[config.mk]
export PLATFORM = sky130hd
export DESIGN_NAME = seg7_serial_driver
export DESIGN_NICKNAME = d
export VERILOG_FILES = /design/src/rtl/seg7_serial_driver.sv
export SDC_FILE = /design/constraint.sdc
export NUM_CORES = 1
export LEC_CHECK = 0
export CAP_MARGIN = 20
export CORE_AREA = 4 4 100 197
export DETAILED_ROUTE_END_ITERATION = 6
export DIE_AREA = 0 0 104 201
export GPL_TIMING_DRIVEN = 0
export PLACE_DENSITY = 0.58
export SLEW_MARGIN = 20
export SYNTH_ARGS = -nofsm -noshare
export SYNTH_HDL_FRONTEND = slang
export SYNTH_SLANG_ARGS = --single-unit
[constraint.sdc]
create_clock -name clk -period 4.98 [get_ports clk]
set_input_delay 1.494 -clock clk [delete_from_list [all_inputs] [get_ports clk]]
set_output_delay 1.494 -clock clk [all_outputs]
set_load 0.03 [all_outputs]
[src/rtl/seg7_serial_driver.sv]
// N-digit hex 7-segment driver feeding an external shift-register chain.
// Each refresh shifts 8*N active-low bits MSB first, then pulses sload.
module seg7_serial_driver #(
    parameter int NUM_DIGITS = 8,
    parameter int CLK_DIV    = 2,
    parameter int BLINK_BITS = 24
) (
    input  logic                    clk,
    input  logic                    rst,
    input  logic                    start,
    input  logic [4*NUM_DIGITS-1:0] hex,
    input  logic [NUM_DIGITS-1:0]   point,
    input  logic [NUM_DIGITS-1:0]   le,
    input  logic [NUM_DIGITS-1:0]   blink,
    output logic                    busy,
    output logic                    done,
    output logic                    sclk,
    output logic                    sdat,
    output logic                    sload
);

    localparam int W  = 8 * NUM_DIGITS;
    localparam int BW = $clog2(W);
    localparam int DW = (CLK_DIV > 1) ? $clog2(CLK_DIV) : 1;

    localparam logic [1:0] IDLE  = 2'd0;
    localparam logic [1:0] SHIFT = 2'd1;
    localparam logic [1:0] LATCH = 2'd2;

    localparam logic [DW-1:0] DIV_LAST = DW'(CLK_DIV - 1);
    localparam logic [BW-1:0] BIT_LAST = BW'(W - 1);

    function automatic logic [6:0] seg_code(input logic [3:0] nib);
        logic [6:0] s;
        case (nib)
            4'h0: s = 7'h40;
            4'h1: s = 7'h79;
            4'h2: s = 7'h24;
            4'h3: s = 7'h30;
            4'h4: s = 7'h19;
            4'h5: s = 7'h12;
            4'h6: s = 7'h02;
            4'h7: s = 7'h78;
            4'h8: s = 7'h00;
            4'h9: s = 7'h10;
            4'hA: s = 7'h08;
            4'hB: s = 7'h03;
            4'hC: s = 7'h46;
            4'hD: s = 7'h21;
            4'hE: s = 7'h06;
            4'hF: s = 7'h0E;
        endcase
        return s;
    endfunction

    logic [1:0]            state;
    logic [DW-1:0]         div;
    logic [BW-1:0]         bitn;
    logic [W-2:0]          sr;
    logic [BLINK_BITS-1:0] bcnt;
    logic [W-1:0]          pattern;
    logic                  phase;

    assign phase = bcnt[BLINK_BITS-1];

    always_comb begin
        pattern = '0;
        for (int i = 0; i < NUM_DIGITS; i++) begin
            if (le[i] || (blink[i] && !phase))
                pattern[8*i +: 8] = 8'hFF;
            else
                pattern[8*i +: 8] = {~point[i], seg_code(hex[4*i +: 4])};
        end
    end

    always_ff @(posedge clk or posedge rst) begin
        if (rst)
            bcnt <= '0;
        else
            bcnt <= bcnt + BLINK_BITS'(1);
    end

    // sdat holds the bit on the wire; sr holds the bits still to go.
    always_ff @(posedge clk or posedge rst) begin
        if (rst) begin
            state <= IDLE;
            div   <= '0;
            bitn  <= '0;
            sr    <= '1;
            busy  <= 1'b0;
            done  <= 1'b0;
            sclk  <= 1'b0;
            sdat  <= 1'b0;
            sload <= 1'b0;
        end else begin
            done <= 1'b0;
            case (state)
                IDLE: begin
                    if (start) begin
                        sr    <= pattern[W-2:0];
                        sdat  <= pattern[W-1];
                        sclk  <= 1'b0;
                        busy  <= 1'b1;
                        div   <= '0;
                        bitn  <= BIT_LAST;
                        state <= SHIFT;
                    end
                end
                SHIFT: begin
                    if (div != DIV_LAST) begin
                        div <= div + DW'(1);
                    end else begin
                        div <= '0;
                        if (!sclk) begin
                            sclk <= 1'b1;
                        end else if (bitn == '0) begin
                            sclk  <= 1'b0;
                            sdat  <= 1'b0;
                            sload <= 1'b1;
                            state <= LATCH;
                        end else begin
                            sclk <= 1'b0;
                            sdat <= sr[W-2];
                            sr   <= {sr[W-3:0], 1'b1};
                            bitn <= bitn - BW'(1);
                        end
                    end
                end
                LATCH: begin
                    if (div != DIV_LAST) begin
                        div <= div + DW'(1);
                    end else begin
                        div   <= '0;
                        sload <= 1'b0;
                        busy  <= 1'b0;
                        done  <= 1'b1;
                        state <= IDLE;
                    end
                end
                default: state <= IDLE;
            endcase
        end
    end

endmodule

Word-level counts from Yosys, hierarchy flattened
Memory sizes are Yosys's and may differ from the RTL's.
Index checks and enable logic that the tools add are counted.
- add/subtract/negate cells: 3
- equal/unequal tests: 8
- multiplexer cells: 44
- bitwise operators: 8
- reduce and logical (&&, ||, !) cells: 31
- operators by type and width (operator ; number):
    two-way mux 63 bit ; 4
    one-hot mux 63 bit (2 select lines) ; 1
    two-way mux 8 bit ; 8
    adder 24 x 1 -> 24 bit (second input constant) ; 1
    two-way mux 6 bit ; 4
    two-way mux 1 bit ; 15
    AND reduction 5 bit ; 3
    inequality test 2 bit (second input constant) ; 6
    one-hot mux 6 bit (2 select lines) ; 1
    two-way mux 2 bit ; 5
    one-hot mux 1 bit (2 select lines) ; 5
    logical AND 1 bit ; 8
    logical OR 1 bit ; 8
    NOT 1 bit ; 8
    nonzero test 2 bit ; 4
    logical NOT 6 bit ; 1
    one-hot mux 2 bit (3 select lines) ; 1
    AND reduction 3 bit ; 2
    subtractor 6 x 1 -> 6 bit (second input constant) ; 1
    AND reduction 4 bit ; 1
    equality test 2 x 1 -> 1 bit (second input constant) ; 1
    equality test 2 bit (second input constant) ; 1
    logical NOT 2 bit ; 1
    AND reduction 2 bit ; 1
    3 further kinds ; 3
- flip-flop bits (word level): 101
- ROM bits: 896
- input bits: 59
- output and inout port bits: 5
- word-level logic and storage cells: 112
- memories: 8
- memories (name ; depth ; bits a word ; rd ports ; clocked after memory_dff ; write ports ; line ; source):
    (name not given) ; 16 ; 7 ; 1 ; 0 ; 0 ; 35 ; case (nib)
    (name not given) ; 16 ; 7 ; 1 ; 0 ; 0 ; 35 ;
    (name not given) ; 16 ; 7 ; 1 ; 0 ; 0 ; 35 ;
    (name not given) ; 16 ; 7 ; 1 ; 0 ; 0 ; 35 ;
    (name not given) ; 16 ; 7 ; 1 ; 0 ; 0 ; 35 ;
    (name not given) ; 16 ; 7 ; 1 ; 0 ; 0 ; 35 ;
    2 more memories ; -- ; -- ; -- ; -- ; -- ; -- ;

Longest topological paths before layout
- word-level depth: 6
- mapped depth: 9
- depth with buffers taken out: 6

Least setup slack after synthesis
Ideal clock, no wire load.
- path type: input-to-reg
- from: input hex[11]
- to: register sr[16]
- setup time: 0.082 ns
- arrival: 2.672 ns
- required time: 4.898 ns
- setup slack: 2.225 ns
- cell stages on the path: 6
- path buffers: 2
- path through: clkbuf_1 > buf_2 > or3b_2 > o221ai_1 > a2bb2oi_1 > mux2_4
- longest elaborated chain between the ends: 4
- RTL lines (what ; line ; source):
    from (decl) ; 11 ; input logic [4*NUM_DIGITS-1:0] hex,
    memory read (16 x 7 bit) ; -- ;
    two-way mux 8 bit ; 69 ; if (le[i] || (blink[i] && !phase))
    two-way mux 63 bit ; 99 ; if (start) begin
    one-hot mux 63 bit (2 select lines) ; 97 ; case (state)
    to (signal assigned) ; 100 ; sr <= pattern[W-2:0];
    to (signal assigned) ; 124 ; sr <= {sr[W-3:0], 1'b1};
    to (decl) ; 59 ; logic [W-2:0] sr;
Every way passes these cells. The select of a mux whose other input is x is not followed.
A chain may end at the register's enable or synchronous reset.

Final worst setup path
- from: input hex[4]
- to: register sr[8]
Same word-level chain as after synthesis.

==> impl_metrics.tcl <==
set metrics [dict create \
    die_h_um 201 \
    place_area_mm2 0.008113 \
    holdPathEnd "bcnt[10]$_DFF_PP0_" \
    grt_usage_pct 17.01 \
    status "finished clean" \
    critPathKind "in -> reg" \
    drv_cap 0 \
    rsz0062_at_grt "no" \
    hp-start "bcnt[10]$_DFF_PP0_" \
    grt.busiest_layer "met2" \
    cpLargestDelayFamily "buffers and inverters" \
    holdBufCountCts 0 \
    cp_max_fo 7 \
    hold_viol 0 \
    grt_use_met2_pct 32.94 \
    syn-num-nets 834 \
    r2r-end "sr[10]$_DFFE_PP1P_" \
    cp_slowest_stage_delay_ps 630 \
    antenna_found_initial 0 \
    synth.avg_cell_area_um2 10.14 \
    ff2ff_path_depth 7 \
    overflow 0 \
    num_vias 5600 \
    clkSinkCount 101 \
    async_reset_ff_share_pct 100.0 \
    finalInstanceArea_mm2 0.008402 \
    port_buffers 59 \
    crit_path_end_kind "flop" \
    grt_pass1_vias 5941 \
    min_period_ps 3190 \
    drc 0 \
    cts.clk_slew.worst_paths_ps 70 \
    boundaryPins 64 \
    use_met1_pct 18.73 \
    routed_wl_mm 17.69 \
    required_ps 5250 \
    rows 70 \
    synth_seq_area_share_pct 36.10 \
    hold_path_depth 1 \
    area.growth.synth_to_final_pct 16.38 \
    cts_max_path_buffers 2 \
    p_per_area_mw_per_mm2 440.5 \
    pre_cts_slack_ps 1448 \
    grt_use_met3_pct 2.253 \
    peakVddDrop_uv 173.9 \
    cts_resized 0 \
    fp.dieArea_mm2 0.02090 \
    layout_setup_ws_ps 1790 \
    syn_area_mm2 0.007219 \
    slew_violations 0 \
    r2r_setup_slack_ps 2490 \
    final_antenna_net_count 0 \
    start_util_pct 39.63 \
    globalplace.congestion 0.8346 \
    worstMarginPinSlew_ps 961.7 \
    clockRootBuffer "clkbuf_16" \
    fmax_mhz 313.5 \
    clock_skew_ps 9.126 \
    synth.top_cell.area_share_pct 22.93 \
    ys.flop_type "dfstp_2" \
    synth_cells 712 \
    post_drt_wl_per_cell_um 17.62 \
    drt-pass1-iter-count 5 \
    cts-buffers-inserted 9 \
    p_total_w 0.003701 \
    cts_tree "done" \
    yosysTopAreaCell "dfstp_2" \
    htreeDepth 3 \
    crit_slowest_cell "clkdlybuf4s50_1" \
    crit_buf_inv 2 \
    core_mm2 0.01822 \
    drtIter0Drc 239 \
    diodes 0 \
    r2r_start "state[1]$_DFFE_PP0P_" \
    vias_per_cell 5.578 \
    finalSetupViolations 0 \
    crit_cells 7 \
    clock_latency_ps 350 \
    crit_arrival_ps 3460 \
    drive_gt1_share_pct 21.57 \
    post_cts_buffers 0 \
    chipWidth_um 104 \
    synth_edf_count 0 \
    synth_seq_cells 101 \
    layout_common_cells "ha_1 (63), dfstp_2 (63), inv_1 (59), clkdlybuf4s50_1 (59), mux2_2 (44)" \
    grt_max_degree 84 \
    grt_first_pass_wirelength_mm 29.42 \
    ys_types 61 \
    yosys-top-cells-area "dfstp_2 (23%), dfrtp_1 (13%), ha_1 (11%), mux2_2 (6.9%), mux2_4 (4.0%)" \
    nets 905 \
    finalCritPeriodShare_pct 64.06 \
    synth_warnings 0 \
    critPathLaunchType "primary input" \
    maxSlewHeadroom_pct 35.50 \
    power.static_leakage_nw 3.554 \
    hold_class "reg -> reg" \
    place.detailed.hpwl_mm 13.45 \
    crit_chain "clkdlybuf4s50_1, inv_1, ha_1, or3b_2, o221ai_1, a2bb2oi_1, mux2_4" \
]
synth_stat cells (6+ instances only):
library cell / instances
a211o_1: 6
a211oi_1: 7
a21oi_1: 12
a22o_1: 7
a22oi_1: 6
a2bb2oi_1: 23
a32oi_1: 21
buf_2: 7
clkbuf_1: 22
dfrtp_1: 38
dfstp_2: 63
ha_1: 63
inv_1: 60
mux2_2: 44
mux2_4: 19
mux2i_1: 8
nand2_1: 24
nand2b_1: 6
nand3_1: 23
nand3b_1: 8
nand4_1: 6
nor2_1: 32
nor2b_1: 30
nor3_1: 18
nor3b_1: 10
o21ai_0: 43
o22ai_1: 7
o311ai_0: 6
or3_1: 7
xnor2_1: 16
xor2_1: 10
power breakdown:
group	internal [W]	switching, W
clock	0.000369	0.000317
sequential	0.00123	0.000140
combinational	0.000834	0.000812
total	0.00243	0.00127
flip-flops by register name, indices dropped and copies added, names as in the netlist:
register,flops
bcnt,24
sdat,1
sload,1
sr,63
div,1
state,2
busy,1
sclk,1
bitn,6
done,1
worst reg2reg max path: stages, from the launching register on:
cell	delay, ps
dfrtp_1	420
inv_1	90
ha_1	180
buf_2	340
buf_2	330
clkbuf_1	580
a32oi_1	170
mux2_4	310
through the flow:
| step | hold WS, ps | setup TNS, ps | utilization (%) | cells |
|---|---|---|---|---|
| after floorplan | 438.1 | 0 | - | 712 |
| after global placement | 453.3 | -22520 | 44.35 | 987 |
| after detailed placement | 459.2 | 0 | 44.53 | 988 |
| after CTS | 471.2 | 0 | 46.12 | 1004 |
| after global routing | 490.5 | 0 | 46.12 | 1004 |
| final | 465.3 | 0 | 46.12 | 1004 |
worst max-delay path by stage:
stage	start	to	slack, ps
finish	hex[4]	sr[8]$_DFFE_PP1P_	1790
global route	start	bitn[0]$_DFFE_PP0P_	1700
CTS	hex[4]	sr[8]$_DFFE_PP1P_	1810
detailed placement	hex[4]	sr[8]$_DFFE_PP1P_	1450
global placement	rst	bcnt[18]$_DFF_PP0_	-600
floorplan	rst	bcnt[0]$_DFF_PP0_	940
layout make-up:
cell class                 instances  area, um^2
sequential                       101        2606
inverter                          62       237.7
buffer                            39       226.5
multi-input combinational        510        4154
clock buffer                      12       256.5
fill                            1729        9816
timing repair buffer              60       618.1
clock inverter                     4       32.53
tap                              216       270.3
kinds of logic (layout without fill, tap and decap cells):
kind of cell / Yosys count / count (layout) / synth area share, %
and+or+nand+nor: 187 / 187 / 14.39
buffers and inverters: 101 / 177 / 6.361
DFF: 101 / 101 / 36.10
xor gates and xnor gates: 26 / 26 / 3.154
muxes: 75 / 75 / 13.17
adders and majority gates: 63 / 63 / 10.92
AOI/OAI and AO/OA: 159 / 159 / 15.91
routing by layer:
metal | part of all wire (%) | vias to the layer above
li1 | - | 2705
met1 | 39 | 2759
met2 | 56 | 110
met3 | 2.6 | 26
met4 | 2.3 | 0
met5 | 0 | -
No activity file was read; power rests on OpenSTA's default activity.
